**src/rtl/serial_add_seq.sv**
```systemverilog
// Bit-serial adder: one shared full-adder cell sums two WIDTH-bit operands LSB first over WIDTH cycles.
// Operands are captured on start in IDLE; sum/cout are loaded on the RUN->DONE edge and held.
module serial_add_seq #(
  parameter int WIDTH = 8
) (
  input  logic             clk,
  input  logic             rst,
  input  logic             start,
  input  logic [WIDTH-1:0] a,
  input  logic [WIDTH-1:0] b,
  input  logic             cin,
  output logic             busy,
  output logic             done,
  output logic [WIDTH-1:0] sum,
  output logic             cout
);

  localparam int CW = (WIDTH > 1) ? $clog2(WIDTH) : 1;
  localparam logic [CW-1:0] LAST = CW'(WIDTH - 1);

  typedef enum logic [1:0] {S_IDLE, S_RUN, S_DONE} state_t;

  state_t           state_q, state_d;
  logic [WIDTH-1:0] sa_q, sa_d;
  logic [WIDTH-1:0] sb_q, sb_d;
  logic [WIDTH-1:0] ps_q, ps_d;
  logic             cr_q, cr_d;
  logic [CW-1:0]    cnt_q, cnt_d;
  logic [WIDTH-1:0] sum_q, sum_d;
  logic             cout_q, cout_d;

  logic             fa_sum, fa_cout;
  logic [WIDTH-1:0] ps_shift;

  Full_Adder u_fa (
    .a_i    (sa_q[0]),
    .b_i    (sb_q[0]),
    .c_i    (cr_q),
    .sum_o  (fa_sum),
    .cout_o (fa_cout)
  );

  // New bit enters at the MSB; after WIDTH shifts bit 0 of the result sits at ps[0].
  assign ps_shift = WIDTH'({fa_sum, ps_q} >> 1);

  always_comb begin
    state_d = state_q;
    sa_d    = sa_q;
    sb_d    = sb_q;
    ps_d    = ps_q;
    cr_d    = cr_q;
    cnt_d   = cnt_q;
    sum_d   = sum_q;
    cout_d  = cout_q;
    case (state_q)
      S_IDLE: begin
        if (start) begin
          sa_d    = a;
          sb_d    = b;
          cr_d    = cin;
          ps_d    = '0;
          cnt_d   = '0;
          state_d = S_RUN;
        end
      end
      S_RUN: begin
        ps_d  = ps_shift;
        cr_d  = fa_cout;
        sa_d  = sa_q >> 1;
        sb_d  = sb_q >> 1;
        cnt_d = cnt_q + 1'b1;
        if (cnt_q == LAST) begin
          sum_d   = ps_shift;
          cout_d  = fa_cout;
          state_d = S_DONE;
        end
      end
      S_DONE:  state_d = S_IDLE;
      default: state_d = S_IDLE;
    endcase
  end

  always_ff @(posedge clk or posedge rst) begin
    if (rst) begin
      state_q <= S_IDLE;
      sa_q    <= '0;
      sb_q    <= '0;
      ps_q    <= '0;
      cr_q    <= 1'b0;
      cnt_q   <= '0;
      sum_q   <= '0;
      cout_q  <= 1'b0;
    end else begin
      state_q <= state_d;
      sa_q    <= sa_d;
      sb_q    <= sb_d;
      ps_q    <= ps_d;
      cr_q    <= cr_d;
      cnt_q   <= cnt_d;
      sum_q   <= sum_d;
      cout_q  <= cout_d;
    end
  end

  assign busy = (state_q == S_RUN);
  assign done = (state_q == S_DONE);
  assign sum  = sum_q;
  assign cout = cout_q;

endmodule

module Full_Adder (
  input  logic a_i,
  input  logic b_i,
  input  logic c_i,
  output logic sum_o,
  output logic cout_o
);
  assign sum_o  = a_i ^ b_i ^ c_i;
  assign cout_o = (a_i & b_i) | (c_i & (a_i ^ b_i));
endmodule

```
**config.mk**
```make
export PLATFORM = sky130hd
export DESIGN_NAME = serial_add_seq
export DESIGN_NICKNAME = d
export VERILOG_FILES = /design/src/rtl/serial_add_seq.sv
export SDC_FILE = /design/constraint.sdc
export NUM_CORES = 1
export LEC_CHECK = 0
export CELL_PAD_IN_SITES_DETAIL_PLACEMENT = 1
export CELL_PAD_IN_SITES_GLOBAL_PLACEMENT = 2
export CORE_MARGIN = 8
export CORE_UTILIZATION = 35
export CTS_CLUSTER_DIAMETER = 40
export DETAILED_ROUTE_END_ITERATION = 8
export PLACE_DENSITY = 0.76
export SYNTH_ARGS = -nofsm -noshare
export SYNTH_HDL_FRONTEND = slang
export SYNTH_SLANG_ARGS = --single-unit
```
**constraint.sdc**
```tcl
create_clock -name clk -period 1.8 [get_ports clk]
set_clock_uncertainty 0.2 [all_clocks]
set_input_delay 0.18 -clock clk [delete_from_list [all_inputs] [get_ports clk]]
set_output_delay 0.18 -clock clk [all_outputs]
set_load 0.01 [all_outputs]
```
-- After elaboration in Yosys (flattened, before gate mapping)
Cells that the tools add are included.
- word-level logic and storage cells: 37
- ROM bits: 0
- register bits after elaboration: 39
- memories kept: 0
- memory bits (writable): 0
- bits in latches: 0
- input bits: 20
- bitwise gates (word level): 5
- add/subtract/negate cells: 1
- multipliers: 0
- mux-type cells: 13
- $lt $le $gt $ge: 0
- divide/modulo/power cells: 0
- shifts and indexed selects: 0
- equality and inequality tests: 5
- reduce and logical (&&, ||, !) cells: 5
- operators with widths (operator ; count):
    case mux 8 bit (2 select lines) ; 3
    2-to-1 mux 8 bit ; 3
    case mux 3 bit (2 select lines) ; 1
    AND reduction 2 bit ; 3
    2-to-1 mux 2 bit ; 2
    case mux 2 bit (2 select lines) ; 1
    adder 3 x 1 -> 3 bit (second input constant) ; 1
    == test 3 bit (second input constant) ; 1
    2-to-1 mux 3 bit ; 1
    bitwise AND 1 bit ; 2
    == test 2 x 1 -> 1 bit (second input constant) ; 1
    == test 2 bit (second input constant) ; 1
    logical NOT 2 bit ; 1
    != test 2 x 1 -> 1 bit (second input constant) ; 1
    != test 2 bit (second input constant) ; 1
    case mux 1 bit (2 select lines) ; 1
    nonzero test 2 bit ; 1
    bitwise XOR 1 bit ; 2
    2-to-1 mux 1 bit ; 1
    OR 1 bit ; 1

-- Depth between registers and ports, before layout
- depth in word-level cells: 4
- depth in mapped cells: 5

-- Hierarchy
Synthesis repeated with hierarchy kept, for this count alone.
- cell total of the unflattened synthesis: 142
- area, all modules: 1769.2 sq um
- by module, submodules not included (module ; area each (sq um) ; instances ; sequential area each (sq um) ; cells an instance):
    serial_add_seq ; 1749.2 ; 1 ; 950.9 ; 141
    Full_Adder ; 20.0 ; 1 ; 0.0 ; 1

-- Worst setup path before layout
No wires, ideal clock.
- kind: flip-flop to flip-flop
- from: register cnt_q[0]
- to: register cout_q, in the netlist cout
- arrival: 1297 ps
- library setup time: 125 ps
- cell stages (with the launch flop): 6
- period minus slack after synthesis: 1622 ps
- buffers on the path: 1
- required time: 1475 ps
- path slack: 178 ps
- cell sequence: dfrtp_1 ha_1 ha_1 nand3b_4 buf_6 mux2_4
- word-level cells in the longest chain between the ends: 2
- ends and longest elaborated chain (element ; line ; text):
    start, declared ; 28 ; logic [CW-1:0] cnt_q, cnt_d;
    start signal, assigned ; 99 ; cnt_q <= cnt_d;
    == test 3 bit ; 72 ; if (cnt_q == LAST) begin
    AND reduction 2 bit (no source line) ; - ;
    end signal, assigned ; 101 ; cout_q <= cout_d;
    end, declared ; 30 ; logic cout_q, cout_d;
Every way passes these cells.
A chain may end at the register's enable or synchronous reset.

-- Worst setup path in the final report
- from: register cnt_q[0]
- to: register sum_q[6], in the netlist sum[6]
- word-level cells in the longest chain between the ends: 2
- ends and longest elaborated chain (element ; line ; text):
    == test 3 bit ; 72 ;
    AND reduction 2 bit (no source line) ; - ;
    end signal, assigned ; 100 ; sum_q <= sum_d;
    end, declared ; 29 ; logic [WIDTH-1:0] sum_q, sum_d;
Every way passes these cells.

==> results <==
[flip-flops by register name, summed over array words and instances, names as in the netlist]
signal   count
sa_q         8
sb_q         8
sum          8
ps_q         7
cnt_q        3
state_q      2
cout         1
cr_q         1
[cell families after synthesis]
group | share of synthesized area (%)
adders and majority gates | 2.40
and+or+nand+nor | 15.9
muxes | 7.78
AOI/OAI and AO/OA | 14.8
buffers and inverters | 8.58
DFF | 50.6
[final timing paths]
check	from	endpoint	cells past startpoint	slack, ns
max in group asynchronous	rst	sa_q[5]$_DFFE_PP0P_	3	1.15
hold / removal	rst	sb_q[1]$_DFFE_PP0P_	3	0.06
setup reg to reg	cnt_q[0]$_DFFE_PP0P_	sum[6]$_DFFE_PP0P_	4	0.15
hold reg to reg	sa_q[7]$_DFFE_PP0P_	sa_q[7]$_DFFE_PP0P_	1	0.29
setup / recovery	cnt_q[0]$_DFFE_PP0P_	sum[6]$_DFFE_PP0P_	4	0.15
min in group clk	sa_q[7]$_DFFE_PP0P_	sa_q[7]$_DFFE_PP0P_	1	0.29
[what timing repair did]
action | CTS | global route
buffers inserted | 1 | 0
resized for setup | 2 | 0
endpoints found under the setup margin | 2 | 0
[cell usage after synthesis]
cell type	count
inv_1	18
nand3b_4	1
buf_4	3
or2_2	1
mux2_2	1
clkbuf_1	2
ha_1	2
nor4bb_1	1
nor2b_2	1
a221oi_1	1
o21bai_4	1
a21o_1	1
a21oi_1	1
nand3b_1	1
fa_1	1
nor2b_1	1
dfrtp_1	38
nor4b_1	15
a22o_1	9
buf_6	3
buf_2	6
o221ai_1	1
a211oi_2	9
nand2_1	1
a211oi_1	5
mux2_4	9
nor3b_1	14
[power by group through the flow]
stage / Combinational [uW] / Clock (uW) / Sequential (uW)
after detailed placement: 1710 / 0 / 1500
after floorplan: 1160 / 0 / 1470
final: 1680 / 700 / 1470
after CTS: 1720 / 737 / 1480
after global routing: 1860 / 768 / 1530
after global placement: 1630 / 0 / 1480
[per-layer routing]
layer  wire (um)  part of all wire (%)
met4          46                   1.1
met5           0                     0
met3         168                   4.2
met1        1840                    46
met2        1970                    49
[critical path, delay by kind of cell (launching register included)]
family	cells	cell delay (ns)
simple gates	1	0.20
flops	1	0.39
fa+ha+maj	2	0.42
mux	1	0.32
[placed cells by master (no fill, tap or decap), types with 5 or more instances in the layout]
master / n
a211oi_1: 5
nor3b_1: 14
dfrtp_1: 38
nor4b_1: 15
clkbuf_8: 5
clkdlybuf4s50_1: 28
buf_4: 10
inv_1: 18
a22o_1: 9
a211oi_2: 9
mux2_4: 9
[area by class of cell]
| class | instances | area, um2 |
|---|---|---|
| repair buffers | 43 | 433 |
| clock buffers | 5 | 68.8 |
| inverters | 18 | 67.6 |
| fillers | 575 | 2720 |
| well taps | 70 | 87.6 |
| flip-flops and latches | 38 | 951 |
| multi-input cells | 77 | 768 |
| clock inverters | 3 | 40.0 |
[per-stage QoR]
stage | util, % | instances | power (uW) | setup WS (ns) | hold slack, ns
global placement | 44.8 | 245 | 3110 | 0.142 | 0.267
CTS | 47.0 | 254 | 3930 | 0.130 | 0.0539
global route | 47.0 | 254 | 4170 | 0.0822 | 0.0849
detailed placement | 44.8 | 245 | 3200 | 0.0628 | 0.280
finish | 47.0 | 254 | 3850 | 0.148 | 0.0561
floorplan | - | 147 | 2620 | 0.178 | 0.172
==> key figures <==
Power and ir drop
  • Gate power share: 43.6%
  • Sequential share of power: 38.2%
  • P_int: 2600 uW
  • Net Sw Power: 1260 uW
  • P_leak: 0.00107 uW
  • Sw Ratio: 32.6%
  • Peak VDD IR: 0.000530 V
  • Power per Cell Area: 1600 mW/mm2
  • Clock network fraction of total power: 18.2%

Critical path
  • Crit-path cells: ha_1, ha_1, nand3b_4, mux2_4
  • Crit-path max FO: 10
  • Worst Path Class, Setup: flip-flop to flip-flop
  • Critical path's most frequent cell: ha_1
  • CP max stage cell: dfrtp_1
  • Worst EP arrival: 1.62 ns
  • Startpoint Class: flip-flop
  • Critical Path Max Stage Delay: 0.39 ns
  • CP Capture Type: flip-flop
  • CP required: 1.77 ns

Timing
  • Fmax: 605 MHz
  • Final hold vios: 0
  • Tmin final: 1.65 ns
  • RSZ-0062 raised after global routing: false
  • Setup Viol. Count Final: 0
  • Slew @ Worst Pin: 0.412 ns
  • Slew Limit Headroom: 72.2%
  • Tcrit/Tclk final: 91.8%
  • Pins Over Slew Limit: 0
  • Setup TNS Final: 0 ns

Cells and area
  • Area grow syn2layout: 28.5%
  • N_diodes: 0
  • Final instance area: 0.00242 mm2
  • Nets@finish: 206
  • Layout cells sized above 1: 23.9%

Synthesis
  • Syn_area_per_cell: 12.8 um2
  • Post-synthesis cell count: 147
  • Yosys Warn Count: 0
  • Largest cells by area after synthesis: dfrtp_1, mux2_4, nor4b_1
  • Synth cell types: 27
  • Area leader, netlist: dfrtp_1
  • Post-synth top area share: 50.6%
  • Post-synthesis register bit count: 38
  • Sequential-to-total area share from yosys stat: 50.6%
  • Netlist Area Pre-Place: 0.00188 mm2
  • Post-Syn Nets: 170

Die
  • Core area: 0.00514 mm2
  • Die H: 89.3 um
  • Rows: 26
  • Initial core utilization: 36.6%
  • Die area: 0.00797 mm2
  • Top Ports: 31
  • Die Width: 89.3 um

Routing
  • Drt first pass iters: 4
  • Avg WL per Cell: 15.9 um
  • Post-DRT Antenna Nets: 0
  • Total Routed Length: 4.03 mm
  • Number of vias per cell: 5.04
  • Post-route DRC: 0
  • Iteration-0 DRC Markers: 37
  • Via count: 1279

GRT
  • M1 GR Usage: 13.8%
  • Total grt overflow: 0
  • All-Layer GR Usage: 11.3%
  • Largest net degree at the start of global routing: 39
  • Number of global-route vias before repair: 1448
  • Met3 Use GR: 2.57%
  • Most used routing layer: met2
  • First-pass GRT wire length: 6.97 mm
  • Met2 Resource Use GR: 19.0%
  • Initial antenna violation count: 0

Clocking
  • Worst-skew pair later-pin latency: 0.28 ns
  • CTS Buffer Depth: 2
  • Post-CTS Hold Buffers: 0
  • Num Clock Sinks: 38
  • CTS clk-pin slew, worst paths: 0.07 ns
  • CTS tree: done
  • CTS Buf Count: 5
  • CTS H-tree lvls: 2
  • CTS Root Buffer Type: clkbuf_8

Outcome
  • Outcome: finished, final reports clean

Job
  • Max-Cap Viols: 0

Place
  • DP HPWL: 2.95 mm
  • Post-DP Area: 0.00230 mm2
  • Placer Congestion: 0.747
  • Port Buffers: 30

Hold path
  • Worst hold path class: input port to asynchronous set/reset pin
Power figures use the tool's default switching activity.
